File: src/rtl/keypad_pkg.sv
// Shared constants for the keypad key FIFO: register offsets, status bit map, key width.
package keypad_pkg;
  localparam logic [2:0]  KP_ADDR_DATA  = 3'b000;
  localparam logic [2:0]  KP_ADDR_STAT  = 3'b010;
  localparam int unsigned STAT_NONEMPTY = 0;
  localparam int unsigned STAT_FULL     = 1;
  localparam int unsigned STAT_OVF      = 2;
  localparam int unsigned STAT_CNT_LSB  = 4;
  localparam int unsigned KEY_W         = 4;
endpackage

File: src/rtl/keyfifo_mem.sv
// Key storage array: synchronous write, asynchronous read.
module keyfifo_mem
  import keypad_pkg::*;
#(
  parameter int unsigned DEPTH = 8,
  parameter int unsigned PTR_W = 3
) (
  input  logic             clock,
  input  logic             write_enable,
  input  logic [PTR_W-1:0] write_ptr,
  input  logic [KEY_W-1:0] write_data,
  input  logic [PTR_W-1:0] read_ptr,
  output logic [KEY_W-1:0] read_data
);
  logic [KEY_W-1:0] mem [DEPTH];

  always_ff @(posedge clock) begin
    if (write_enable) mem[write_ptr] <= write_data;
  end

  assign read_data = mem[read_ptr];
endmodule

File: src/rtl/keypad_key_fifo.sv
// Keypad scanner to CPU buffer: key FIFO with pop-on-read data register, status and IRQ.
// Optional repeat filter enabled by defining KEYFIFO_REPEAT_FILTER_EN.
module keypad_key_fifo
  import keypad_pkg::*;
#(
  parameter int unsigned DEPTH         = 8,
  parameter int unsigned PTR_W         = 3,
  parameter logic [15:0] REPEAT_CYCLES = 16'd50000
) (
  input  logic        clock,
  input  logic        reset,
  input  logic        key_valid,
  input  logic [3:0]  key_code,
  input  logic        read_enable,
  input  logic [2:0]  address,
  output logic [15:0] read_data_output,
  output logic        interrupt,
  output logic        overflow_led
);
  localparam int unsigned CNT_W = PTR_W + 1;

  logic [PTR_W-1:0] rd_ptr, wr_ptr;
  logic [CNT_W-1:0] count, count_next;
  logic             ovf, ovf_next;
  logic             pop_q, stat_q;
  logic             pop_req, stat_req, pop, push, drop, accept;
  logic             full, nonempty;
  logic [KEY_W-1:0] rd_code;

  assign full     = (count == CNT_W'(DEPTH));
  assign nonempty = (count != '0);
  assign pop_req  = read_enable & (address == KP_ADDR_DATA);
  assign stat_req = read_enable & (address == KP_ADDR_STAT);

`ifdef KEYFIFO_REPEAT_FILTER_EN
  // Suppress a repeated code while the window counter is still running.
  logic [KEY_W-1:0] last_code;
  logic [15:0]      rep_cnt;

  assign accept = ~((key_code == last_code) && (rep_cnt != 16'd0));

  always_ff @(posedge clock or posedge reset) begin
    if (reset) begin
      last_code <= '0;
      rep_cnt   <= '0;
    end else if (key_valid && accept) begin
      last_code <= key_code;
      rep_cnt   <= REPEAT_CYCLES;
    end else if (rep_cnt != 16'd0) begin
      rep_cnt   <= rep_cnt - 16'd1;
    end
  end
`else
  assign accept = 1'b1;
`endif

  // A pop on a full FIFO frees the slot in the same cycle, so the push still lands.
  always_comb begin
    pop        = pop_req & ~pop_q & nonempty;
    push       = key_valid & accept & (~full | pop);
    drop       = key_valid & accept & full & ~pop;
    count_next = count;
    if (push && !pop)      count_next = count + CNT_W'(1);
    else if (pop && !push) count_next = count - CNT_W'(1);
    ovf_next = ovf;
    if (drop)                      ovf_next = 1'b1;
    else if (stat_req && !stat_q)  ovf_next = 1'b0;
  end

  always_ff @(posedge clock or posedge reset) begin
    if (reset) begin
      rd_ptr       <= '0;
      wr_ptr       <= '0;
      count        <= '0;
      ovf          <= 1'b0;
      pop_q        <= 1'b0;
      stat_q       <= 1'b0;
      interrupt    <= 1'b0;
      overflow_led <= 1'b0;
    end else begin
      if (push) wr_ptr <= wr_ptr + PTR_W'(1);
      if (pop)  rd_ptr <= rd_ptr + PTR_W'(1);
      count        <= count_next;
      ovf          <= ovf_next;
      pop_q        <= pop_req;
      stat_q       <= stat_req;
      interrupt    <= (count_next != '0);
      overflow_led <= ovf_next;
    end
  end

  keyfifo_mem #(.DEPTH(DEPTH), .PTR_W(PTR_W)) u_mem (
    .clock        (clock),
    .write_enable (push),
    .write_ptr    (wr_ptr),
    .write_data   (key_code),
    .read_ptr     (rd_ptr),
    .read_data    (rd_code)
  );

  // Bus read mux; idle bus reads as zero.
  always_comb begin
    read_data_output = 16'h0000;
    if (read_enable) begin
      case (address)
        KP_ADDR_DATA: if (nonempty) read_data_output = 16'(rd_code);
        KP_ADDR_STAT: begin
          read_data_output[STAT_CNT_LSB +: 4] = 4'(count);
          read_data_output[STAT_OVF]          = ovf;
          read_data_output[STAT_FULL]         = full;
          read_data_output[STAT_NONEMPTY]     = nonempty;
        end
        default: read_data_output = 16'h0000;
      endcase
    end
  end
endmodule

File: config.mk
export PLATFORM = sky130hd
export DESIGN_NAME = keypad_key_fifo
export DESIGN_NICKNAME = d
export VERILOG_FILES = /design/src/rtl/keypad_pkg.sv /design/src/rtl/keyfifo_mem.sv /design/src/rtl/keypad_key_fifo.sv
export SDC_FILE = /design/constraint.sdc
export NUM_CORES = 1
export LEC_CHECK = 0
export ABC_CLOCK_PERIOD_IN_PS = 2250
export BUFFER_PORTS_ARGS = -buffer_cell sky130_fd_sc_hd__buf_2
export CORE_MARGIN = 5
export CORE_UTILIZATION = 35
export DETAILED_ROUTE_END_ITERATION = 8
export SLEW_MARGIN = 20
export SYNTH_ARGS = -nofsm -noshare
export SYNTH_HDL_FRONTEND = slang
export SYNTH_HIERARCHICAL = 1
export SYNTH_SLANG_ARGS = --single-unit
File: constraint.sdc
create_clock -name clock -period 2.25 [get_ports clock]
set_input_delay 0.45 -clock clock [delete_from_list [all_inputs] [get_ports clock]]
set_output_delay 0.45 -clock clock [all_outputs]
set_load 0.03 [all_outputs]
## After elaboration in Yosys (flattened, before gate mapping)

Memory sizes are Yosys's and may differ from the RTL's.
Cells that the tools add are included.
W data, S select, Z words.

| cells by class | value |
|---|---|
| reduce and logical (&&, ||, !) cells | 10 |
| shifts and indexed selects | 0 |
| equal/unequal tests | 2 |
| divide/modulo/power cells | 0 |
| muxes and demuxes | 12 |
| order comparisons | 0 |
| add/sub/neg operators | 4 |
| bitwise logic cells | 11 |
| multiply operators | 0 |

Operators with widths:

| cell | number |
|---|---|
| $mux W16 | 1 |
| $mux W4 | 3 |
| $mux W8 | 1 |
| $pmux W4 S2 | 1 |
| $reduce_bool A4 Y1 | 2 |
| $and A1 B1 Y1 | 7 |
| $add A3 B1 Y3 const B | 2 |
| $pmux W3 S2 | 1 |
| $mux W1 | 5 |
| $add A4 B1 Y4 const B | 1 |
| $eq A4 B4 Y1 const B | 1 |
| $sub A4 B1 Y4 const B | 1 |
| $eq A3 B2 Y1 const B | 1 |
| $logic_and A1 B1 Y1 | 3 |
| $logic_not A1 Y1 | 3 |
| $logic_not A3 Y1 | 1 |
| $not A1 Y1 | 3 |
| $reduce_bool A2 Y1 | 1 |
| $or A1 B1 Y1 | 1 |

| storage, ports and cells | value |
|---|---|
| RAM bits | 32 |
| memories | 1 |
| output and inout port bits | 18 |
| bits in registers | 14 |
| bits in latches | 0 |
| word-level logic and storage cells | 47 |
| input port bits | 11 |
| ROM bits | 0 |

Memory list:

| name | depth | bits a word | rd ports | clocked after memory_dff | wr ports | line | source |
|---|---|---|---|---|---|---|---|
| u_mem.mem | 8 | 4 | 1 | 0 | 1 | keyfifo_mem.sv:15 | `logic [KEY_W-1:0] mem [DEPTH];` |

## Longest topological paths before layout

Gate-level depths: netlist of run 1.

| logic depth | value |
|---|---|
| depth after elaboration | 11 |
| gate-level depth with buffers | 7 |
| mapped depth without buffers | 7 |

## Modules after synthesis

Netlist of run 1, hierarchy kept.

Modules (own cells, without submodules):

| module | cells an instance | area an instance (um2) | instances | sequential area each (um2) |
|---|---|---|---|---|
| keyfifo_mem | 59 | 1290.0 | 1 | 960.9 |
| keypad_key_fifo | 104 | 949.7 | 1 | 350.3 |

## Worst setup path after synthesis of run 1

OpenSTA, ideal clock, no wires.

| timing | value |
|---|---|
| path type | input to output |
| start point | input port address[0] |
| end point | output port read_data_output[1] |
| path slack | -84 ps |
| stages on the path | 3 |
| buffers on the path | 0 |
| required time | 1800 ps |
| arrival time | 1884 ps |
| path through | nor3b_1 o21ai_0 a211oi_1 |

| between the ends | value |
|---|---|
| word-level cells in the longest chain between the ends | 3 |
| elaborated cells between the ends (all ways) | 4 |
| those cells by class | 1 x eq/ne; 2 x mux; 1 x reduce/logical |

Ends and longest elaborated chain:

| what | line | source |
|---|---|---|
| start, declared | keypad_key_fifo.sv:15 | `input logic [2:0] address,` |
| $eq A3 B2 Y1 or $logic_not A3 Y1 (tied branches) | keypad_key_fifo.sv:105 | `case (address)` |
| $pmux W3 S2 (*) | keypad_key_fifo.sv:105 |  |
| $mux W16 (*) | keypad_key_fifo.sv:104 | `if (read_enable) begin` |
| end, declared | keypad_key_fifo.sv:16 | `output logic [15:0] read_data_output,` |

Mark *: on every way between the ends. The rest lies on a longest branch, timed or not.

## Worst setup path after layout of run 1

| timing | value |
|---|---|
| start point | register rd_ptr[0] |
| end point | output port read_data_output[2] |

| between the ends | value |
|---|---|
| word-level cells in the longest chain between the ends | 4 |

Ends and longest elaborated chain:

| what | line | source |
|---|---|---|
| start, declared | keypad_key_fifo.sv:22 | `logic [PTR_W-1:0] rd_ptr, wr_ptr;` |
| start signal, assigned | keypad_key_fifo.sv:82 | `if (pop) rd_ptr <= rd_ptr + PTR_W'(1);` |
| $mem_v2 Z8 W4 | -- |  |
| net rd_code[2] | keypad_key_fifo.sv:28 | `logic [KEY_W-1:0] rd_code;` |
| $mux W4 | keypad_key_fifo.sv:106 | `KP_ADDR_DATA: if (nonempty) read_data_output = 16'(rd_code);` |
| $pmux W3 S2 | keypad_key_fifo.sv:105 |  |
| $mux W16 | keypad_key_fifo.sv:104 |  |

The timed path passes the listed nets, and every way through them passes these cells.

==> qor.csv, run 1 <==
stage;metric;value;unit
power_and_ir_drop;Power Dens Cells;1090;nW/µm²
clock_tree;clk_lat worst skew;300;ps
sta;final count of hold timing violations;0;
routing;Vias/cell;4.70;
clock_tree;clk buf depth;2;
cells_and_area;final instance area;2720;µm²
routing;drt drc;0;
synthesis;Post-synth EDFFs;32;
routing;Avg WL per Cell;14.4;µm
sta;timing-limited maximum frequency;0.410;GHz
global_routing;number of global-route vias before repair;1399;
synthesis;synth unique cells;39;
global_routing;Tot GR Track Use;10.9;%
synthesis;Seq/Total Area, Yosys;58.5;%
sta;ratio of final minimum period to clock period;108;%
die;Die W;90.0;µm
routing;met1 WL;1900;µm
synthesis;simple logic cell fraction of the synthesized area;11.5;%
synthesis;Netlist Area Pre-Place;2240;µm²
clock_tree;total CTS buffers;5;
routing;wire length on met3;205;µm
routing;Vias;1358;
sta;worst setup slack after layout;-187;ps
die;Die Ht;90.0;µm
sta;Fin Setup TNS;-700;ps
cells_and_area;nets@finish;227;
critical_path;worst endpoint required time;1800;ps
critical_path;startpoint types;register;
critical_path;peak fanout along the critical path;4;
synthesis;mux cell area share after synthesis;12.9;%
die;die area;8100;µm²
sta;crit path time final;2440;ps
critical_path;crit path kind;reg -> out;
cells_and_area;Finished Core Util;43.3;%
cells_and_area;share of cells above drive strength 1;40.1;%
die;I/O pins;29;
synthesis;syn_area_per_cell;13.7;µm²
synthesis;number of synthesized register bits;46;
die;# rows;29;
clock_tree;TritonCTS Sinks;46;
sta;Setup violations, final;4;
sta;max-slew violations;0;
placement;placed standard-cell area;2590;µm²
sta;normalized max-slew margin;62.8;%
die;Starting Density;35.7;%
power_and_ir_drop;peak supply drop;399;µV
job;# Max-Cap Violations;0;
clock_tree;Clock Tree Root;clkbuf_8;
sta;RSZ-0062 raised after global routing;yes;
critical_path;R2R Setup Slk;180;ps
synthesis;Ys Warns;6;
placement;DP Wirelength;3130;µm
synthesis;Synth Area in Compound Gates;6.59;%
cells_and_area;antenna cells;0;
status;status;finished, violations left;
clock_tree;Worst-path clk slew;90;ps
synthesis;Synth Area in XOR/XNOR;1.96;%
critical_path;Arrival @ worst endpoint;1990;ps
global_routing;largest net degree at the start of global routing;17;
placement;IO Port Bufs;20;
routing;DRT iter0 DRCs;70;
clock_tree;# H-tree levels;2;
global_routing;first-pass GRT wire length;7130;µm
routing;Post-DRT Antenna Nets;0;
sta;Setup Skew;9.57;ps
synthesis;top_reg_cell synth;edfxtp_1;
synthesis;Async S/R FF share, synth;30.4;%
hold_path;Hold WC Path Type;in -> async;
die;Core Footprint;6280;µm²
clock_tree;CTS tree;done;
global_routing;Congestion Overflow GR;0;
routing;met2 WL post-DR;1990;µm
synthesis;largest family of logic cells by synthesized area;multiplexers;
status;failing checks;negative setup slack;
routing;Top Metal Used;met4;
routing;Initial DRT Pass Iterations;4;
placement;routability cong.;0.795;
cells_and_area;Area growth syn-to-layout;21.2;%
synthesis;Mapped Cells;163;
synthesis;Synth Area in Adders;2.79;%
sta;Worst Tran Pin Value;558;ps
global_routing;initial antenna violation count;0;
critical_path;CP endpoint kind;output port;
power_and_ir_drop;Pleak;0.00107;µW
routing;Routed Wire Length;4150;µm
## through the flow
step | setup WS [ps] | power [µW] | hold slack [ps] | instances
after floorplan | 110 | 1980 | 339 | 170
after global placement | -9.37 | 2330 | 478 | 280
after detailed placement | -54.4 | 2350 | 487 | 280
after CTS | -223 | 2920 | 223 | 289
after global routing | -278 | 3160 | 260 | 289
final | -187 | 2960 | 184 | 289
## placed cells by master, fill, tap and decap left out, types with 2 or more instances in the layout
cell,count
edfxtp_1,32
buf_4,31
nor2_1,16
buf_2,16
dfrtp_1,13
o21ai_0,8
conb_1,8
mux4_2,8
nand2_1,6
inv_1,6
mux2_2,5
ha_1,5
clkbuf_8,5
nand2b_1,4
xnor2_1,4
nor3b_2,2
a21oi_1,2
nand4_1,2
o31a_1,2
or4_1,2
nand3_1,2
and3_1,2
clkinvlp_4,2
buf_6,2
mux2_4,2
nor3_2,2
## flip-flops by register name, summed over array words and instances, names as in the netlist
name,cells
u_mem/mem,32
count,4
rd_ptr,3
wr_ptr,3
interrupt,1
ovf,1
pop_q,1
stat_q,1
## critical path, stage by stage, from the launching register on
cell,delay [ps]
dfrtp_2,440
mux4_2,530
mux2_4,270
nor3b_4,150
a21oi_2,100
nor2_1,50
buf_4,160
## logic make-up (layout without fill, tap and decap cells)
family,count (synthesis),after routing
and+or+nand+nor,49,49
DFF,46,46
AOI/OAI and AO/OA,21,21
buffers and inverters,21,63
muxes,15,15
adders and majority gates,5,5
xor gates and xnor gates,5,5
other,1,8
## what timing repair did
item | in CTS | in global routing
endpoints found under the setup margin | 4 | 5
pin swaps | 0 | 2
buffers inserted | 1 | 0
hold endpoints to repair | 0 | 0
gates resized for setup | 12 | 13
hold buffers | 0 | 0
## synth_stat cells (all sizes together), types with 3 or more instances
library cell / n / area (µm²)
nand2: 6 / 22.5
edfxtp: 32 / 961
nand2b: 4 / 25.0
nor3: 3 / 15.0
nor2: 17 / 63.8
nor3b: 4 / 30.0
mux4: 8 / 210
o21ai: 8 / 40.0
xnor2: 4 / 35.0
inv: 6 / 22.5
clkbuf: 4 / 15.0
ha: 5 / 62.6
a21oi: 3 / 15.0
dfrtp: 14 / 350
mux2: 7 / 78.8
buf: 11 / 87.6
## per-layer routing
| layer | vias up | GRT usage [%] |
|---|---|---|
| met5 | - | 0 |
| met4 | 0 | 3.35 |
| met3 | 6 | 3.67 |
| met2 | 29 | 16.8 |
| met1 | 638 | 14.6 |
| li1 | 685 | - |
## power by group
group	internal (µW)	switching (µW)	leakage, µW	total (µW)
Sequential	1110	161	0.000456	1270
Clock	222	285	0.0000408	507
Combinational	644	539	0.000571	1180
Total	1970	985	0.00107	2960
## worst paths after layout
check | startpoint | to | cells after the start
setup reg to reg | count[1] | interrupt | 7
hold reg to reg | wr_ptr[2] | wr_ptr[2] | 1
hold / removal | reset | count[0] | 2
max in group asynchronous | reset | rd_ptr[0] | 2
setup / recovery | rd_ptr[0] | read_data_output[2] | 6
min in group clock | address[1] | pop_q | 2
## layout make-up
| class | instances | area, µm² |
|---|---|---|
| inverter | 6 | 22.5 |
| tap | 77 | 96.3 |
| timing repair buffer | 49 | 335 |
| fill | 584 | 3560 |
| sequential | 46 | 1310 |
| clock inverter | 3 | 23.8 |
| clock buffer | 5 | 68.8 |
| multi-input combinational | 103 | 856 |
No activity file was read; power rests on OpenSTA's default activity.
==> run 2: changes to the inputs <==
Settings changed: SYNTH_HIERARCHICAL 1 to default.
==> run 2 against run 1 <==
Critical endpoint is now read_data_output[0]. Clock skew decreased by 2.9 ps. Non-clock buffer count increased by 2. Highest routed layer unchanged. The flow still finishes with violations (negative setup slack). Combinational power about the same. Core utilization increased by 0.42 points. Sequential power about the same. Clock power about the same. First-iteration DRC count decreased by 26%. Clock-buffer cell count unchanged. Critical path type unchanged.
==> qor.csv, run 2 <==
stage;metric;value;unit;change
hold_path;Hold WC Path Type;in -> async;;
routing;Routed Wire Length;4200;µm;+1.2%
critical_path;worst endpoint required time;1800;ps;about the same
placement;IO Port Bufs;20;;unchanged
sta;worst hold slack;202;ps;+18.2 ps
placement;placed standard-cell area;2630;µm²;+1.4%
cells_and_area;share of cells above drive strength 1;36.5;%;-3.6 points
sta;normalized max-slew margin;61.0;%;-1.8 points
sta;timing-limited maximum frequency;0.427;GHz;+4.1%
cells_and_area;final instance area;2740;µm²;+0.97%
power_and_ir_drop;Power Dens Cells;1080;nW/µm²;-1.2%
routing;Initial DRT Pass Iterations;4;;unchanged
critical_path;crit path kind;reg -> out;;
synthesis;Synth top area share;43.1;%;+0.24 points
clock_tree;Clock Tree Root;clkbuf_8;;
routing;drt drc;0;;unchanged
critical_path;crit path cell chain;mux4_2 -> mux2_4 -> o211a_1 -> buf_6;;
sta;RSZ-0062 raised after global routing;yes;;
placement;dpl ws;-75.4;ps;-21.0 ps
power_and_ir_drop;Pleak;0.00111;µW;+3.8%
critical_path;Arrival @ worst endpoint;1890;ps;-100 ps
cells_and_area;Area growth syn-to-layout;23.1;%;
synthesis;top_reg_cell synth;edfxtp_1;;
synthesis;Post-synth EDFFs;32;;unchanged
cells_and_area;largest reg by FF count;u_mem.mem;;
die;Starting Density;35.5;%;-0.20 points
sta;crit path time final;2340;ps;-95.6 ps
placement;DP Wirelength;3290;µm;+5.4%
sta;Setup Skew;6.70;ps;-2.87 ps
placement;routability cong.;0.815;;+2.5%
sta;worst setup slack after layout;-91.6;ps;+95.6 ps
global_routing;first-pass GRT wire length;7060;µm;-0.97%
synthesis;synth top area cells;edfxtp_1, dfrtp_1, mux4_2;;
power_and_ir_drop;Final Total Pwr;2950;µW;-0.28%
die;Core Footprint;6280;µm²;unchanged
global_routing;largest net degree at the start of global routing;17;;unchanged
critical_path;Crit Reg-Reg Startpoint;count[1];;
global_routing;Tot GR Track Use;10.8;%;-0.11 points
routing;DRT iter0 DRCs;52;;-26%
critical_path;Reg2Reg Capture Point;interrupt;;
die;I/O pins;29;;unchanged
sta;max-slew violations;0;;unchanged
power_and_ir_drop;peak supply drop;404;µV;+1.4%
clock_tree;CTS tree;done;;
status;status;finished, violations left;;
critical_path;startpoint types;register;;
die;die area;8060;µm²;-0.50%
synthesis;Seq/Total Area, Yosys;58.9;%;+0.33 points
clock_tree;hold_buf cts;0;;unchanged
die;Die Ht;89.8;µm;-0.25%
clock_tree;clk_lat worst skew;290;ps;about the same
synthesis;count leader, synth;edfxtp_1;;
die;Die W;89.8;µm;-0.25%
sta;Fin Setup TNS;-130;ps;+570 ps
clock_tree;# H-tree levels;2;;unchanged
routing;Post-DRT Antenna Nets;0;;unchanged
clock_tree;total CTS buffers;5;;unchanged
clock_tree;TritonCTS Sinks;46;;unchanged
cells_and_area;FILL cells;579;;-0.86%
global_routing;number of global-route vias before repair;1423;;+1.7%
synthesis;cell type with the largest total area after synthesis;edfxtp_1;;
global_routing;initial antenna violation count;0;;unchanged
cells_and_area;nets@finish;237;;+4.4%
synthesis;synth unique cells;43;;+10%
synthesis;top cells by count, synth;edfxtp_1, nand2_1, dfrtp_1, nor2_1;;
cells_and_area;Largest register FFs;32;;unchanged
critical_path;CP peak stage delay;530;ps;about the same
sta;Worst Tran Pin Value;585;ps;+27.3 ps
critical_path;CP endpoint kind;output port;;
critical_path;R2R Setup Slk;130;ps;-50 ps
global_routing;Congestion Overflow GR;0;;unchanged
clock_tree;Worst-path clk slew;90;ps;about the same
sta;final count of hold timing violations;0;;unchanged
die;# rows;29;;unchanged
routing;Vias/cell;4.80;;+2.2%
critical_path;CP max stage cell;mux4_2;;
critical_path;peak fanout along the critical path;4;;unchanged
sta;ratio of final minimum period to clock period;104;%;-4.3 points
synthesis;number of synthesized register bits;46;;unchanged
status;failing checks;negative setup slack;;
cells_and_area;commonest non-fill, non-tap cells in the layout;buf_4, edfxtp_1, nand2_1;;
cells_and_area;antenna cells;0;;unchanged
synthesis;Mapped Cells;171;;+4.9%
synthesis;Async S/R FF share, synth;30.4;%;unchanged
clock_tree;clk buf depth;2;;unchanged
job;# Max-Cap Violations;0;;unchanged
synthesis;syn_area_per_cell;13.0;µm²;-5.2%
critical_path;Reg2Reg Depth;6;;-1
routing;Vias;1436;;+5.7%
routing;Avg WL per Cell;14.1;µm;-2.2%
synthesis;Netlist Area Pre-Place;2230;µm²;-0.56%
synthesis;Ys Warns;0;;-6
cells_and_area;Top Registers;u_mem.mem: 32 flops, count: 4 flops;;
sta;Setup violations, final;2;;-2
==> run 2: cell types whose count changed after synthesis, moves of 5 or more <==
| cell | change |
|---|---|
| nand2_1 | +13 |
| nor2_1 | -5 |
| mux2_2 | -6 |
| mux4_1 | -8 |
| mux4_2 | +8 |
==> run 2: final cells by class <==
cell class | count | area, µm² | share of cell area [%]
repair buffers | 51 | 342 | 12.5
clock inverters | 3 | 25.0 | 0.913
multi-input cells | 111 | 875 | 31.9
clock buffers | 5 | 68.8 | 2.51
flip-flops and latches | 46 | 1310 | 47.9
well taps | 77 | 96.3 | 3.51
inverters | 6 | 22.5 | 0.822
==> run 2: metrics by stage <==
step	cells	utilization (%)
6_report	299	43.7
4_1_cts	299	43.6
3_5_place_dp	291	41.9
3_3_place_gp	291	41.9
2_1_floorplan	178	-
5_1_grt	299	43.7
==> run 2: kinds of logic (layout without fill, tap and decap cells) <==
logic type | after synthesis | in the layout | synth area share [%]
AOI/OAI and AO/OA | 20 | 20 | 6.80
xor gates and xnor gates | 4 | 4 | 1.57
adders and majority gates | 5 | 5 | 2.81
buffers and inverters | 21 | 65 | 5.00
DFF | 46 | 46 | 58.9
muxes | 13 | 13 | 10.6
other | 1 | 8 | 0.168
and+or+nand+nor | 61 | 61 | 14.2
==> run 2: routing by layer <==
| metal | share of wire (%) | global-route usage, % | up-vias |
|---|---|---|---|
| li1 | - | - | 717 |
| met1 | 46 | 13.8 | 689 |
| met2 | 48 | 17.6 | 28 |
| met3 | 4.5 | 3.42 | 2 |
| met4 | 0.81 | 3.02 | 0 |
| met5 | 0 | 0 | - |
==> run 2: report_power, final <==
group          switching, µW  total (µW)  internal, µW
Clock                    284         508           224
Combinational            570        1200           630
Sequential               144        1240          1100
Total                    998        2950          1950
==> run 2: how the worst max path moves through the flow <==
stage	slack, ps	endpoint	cells past startpoint	from
floorplan	-2	u_mem.mem[6][0]	6	address[1]
global placement	-70	interrupt	6	address[1]
detailed placement	-80	interrupt	6	address[1]
CTS	-100	read_data_output[0]	4	rd_ptr[0]
global route	-150	read_data_output[1]	5	rd_ptr[0]
finish	-90	read_data_output[0]	4	rd_ptr[0]
==> run 2: critical path: cells and delay by family (launching register included) <==
| family | cells | cell delay (ps) |
|---|---|---|
| mux | 2 | 820 |
| flops | 1 | 420 |
| compound gates | 1 | 220 |
| buf+inv | 1 | 140 |
==> run 2: timing repair <==
item,in CTS,in global routing
buffers inserted,0,0
gates resized for setup,5,1
setup endpoints to repair,4,5
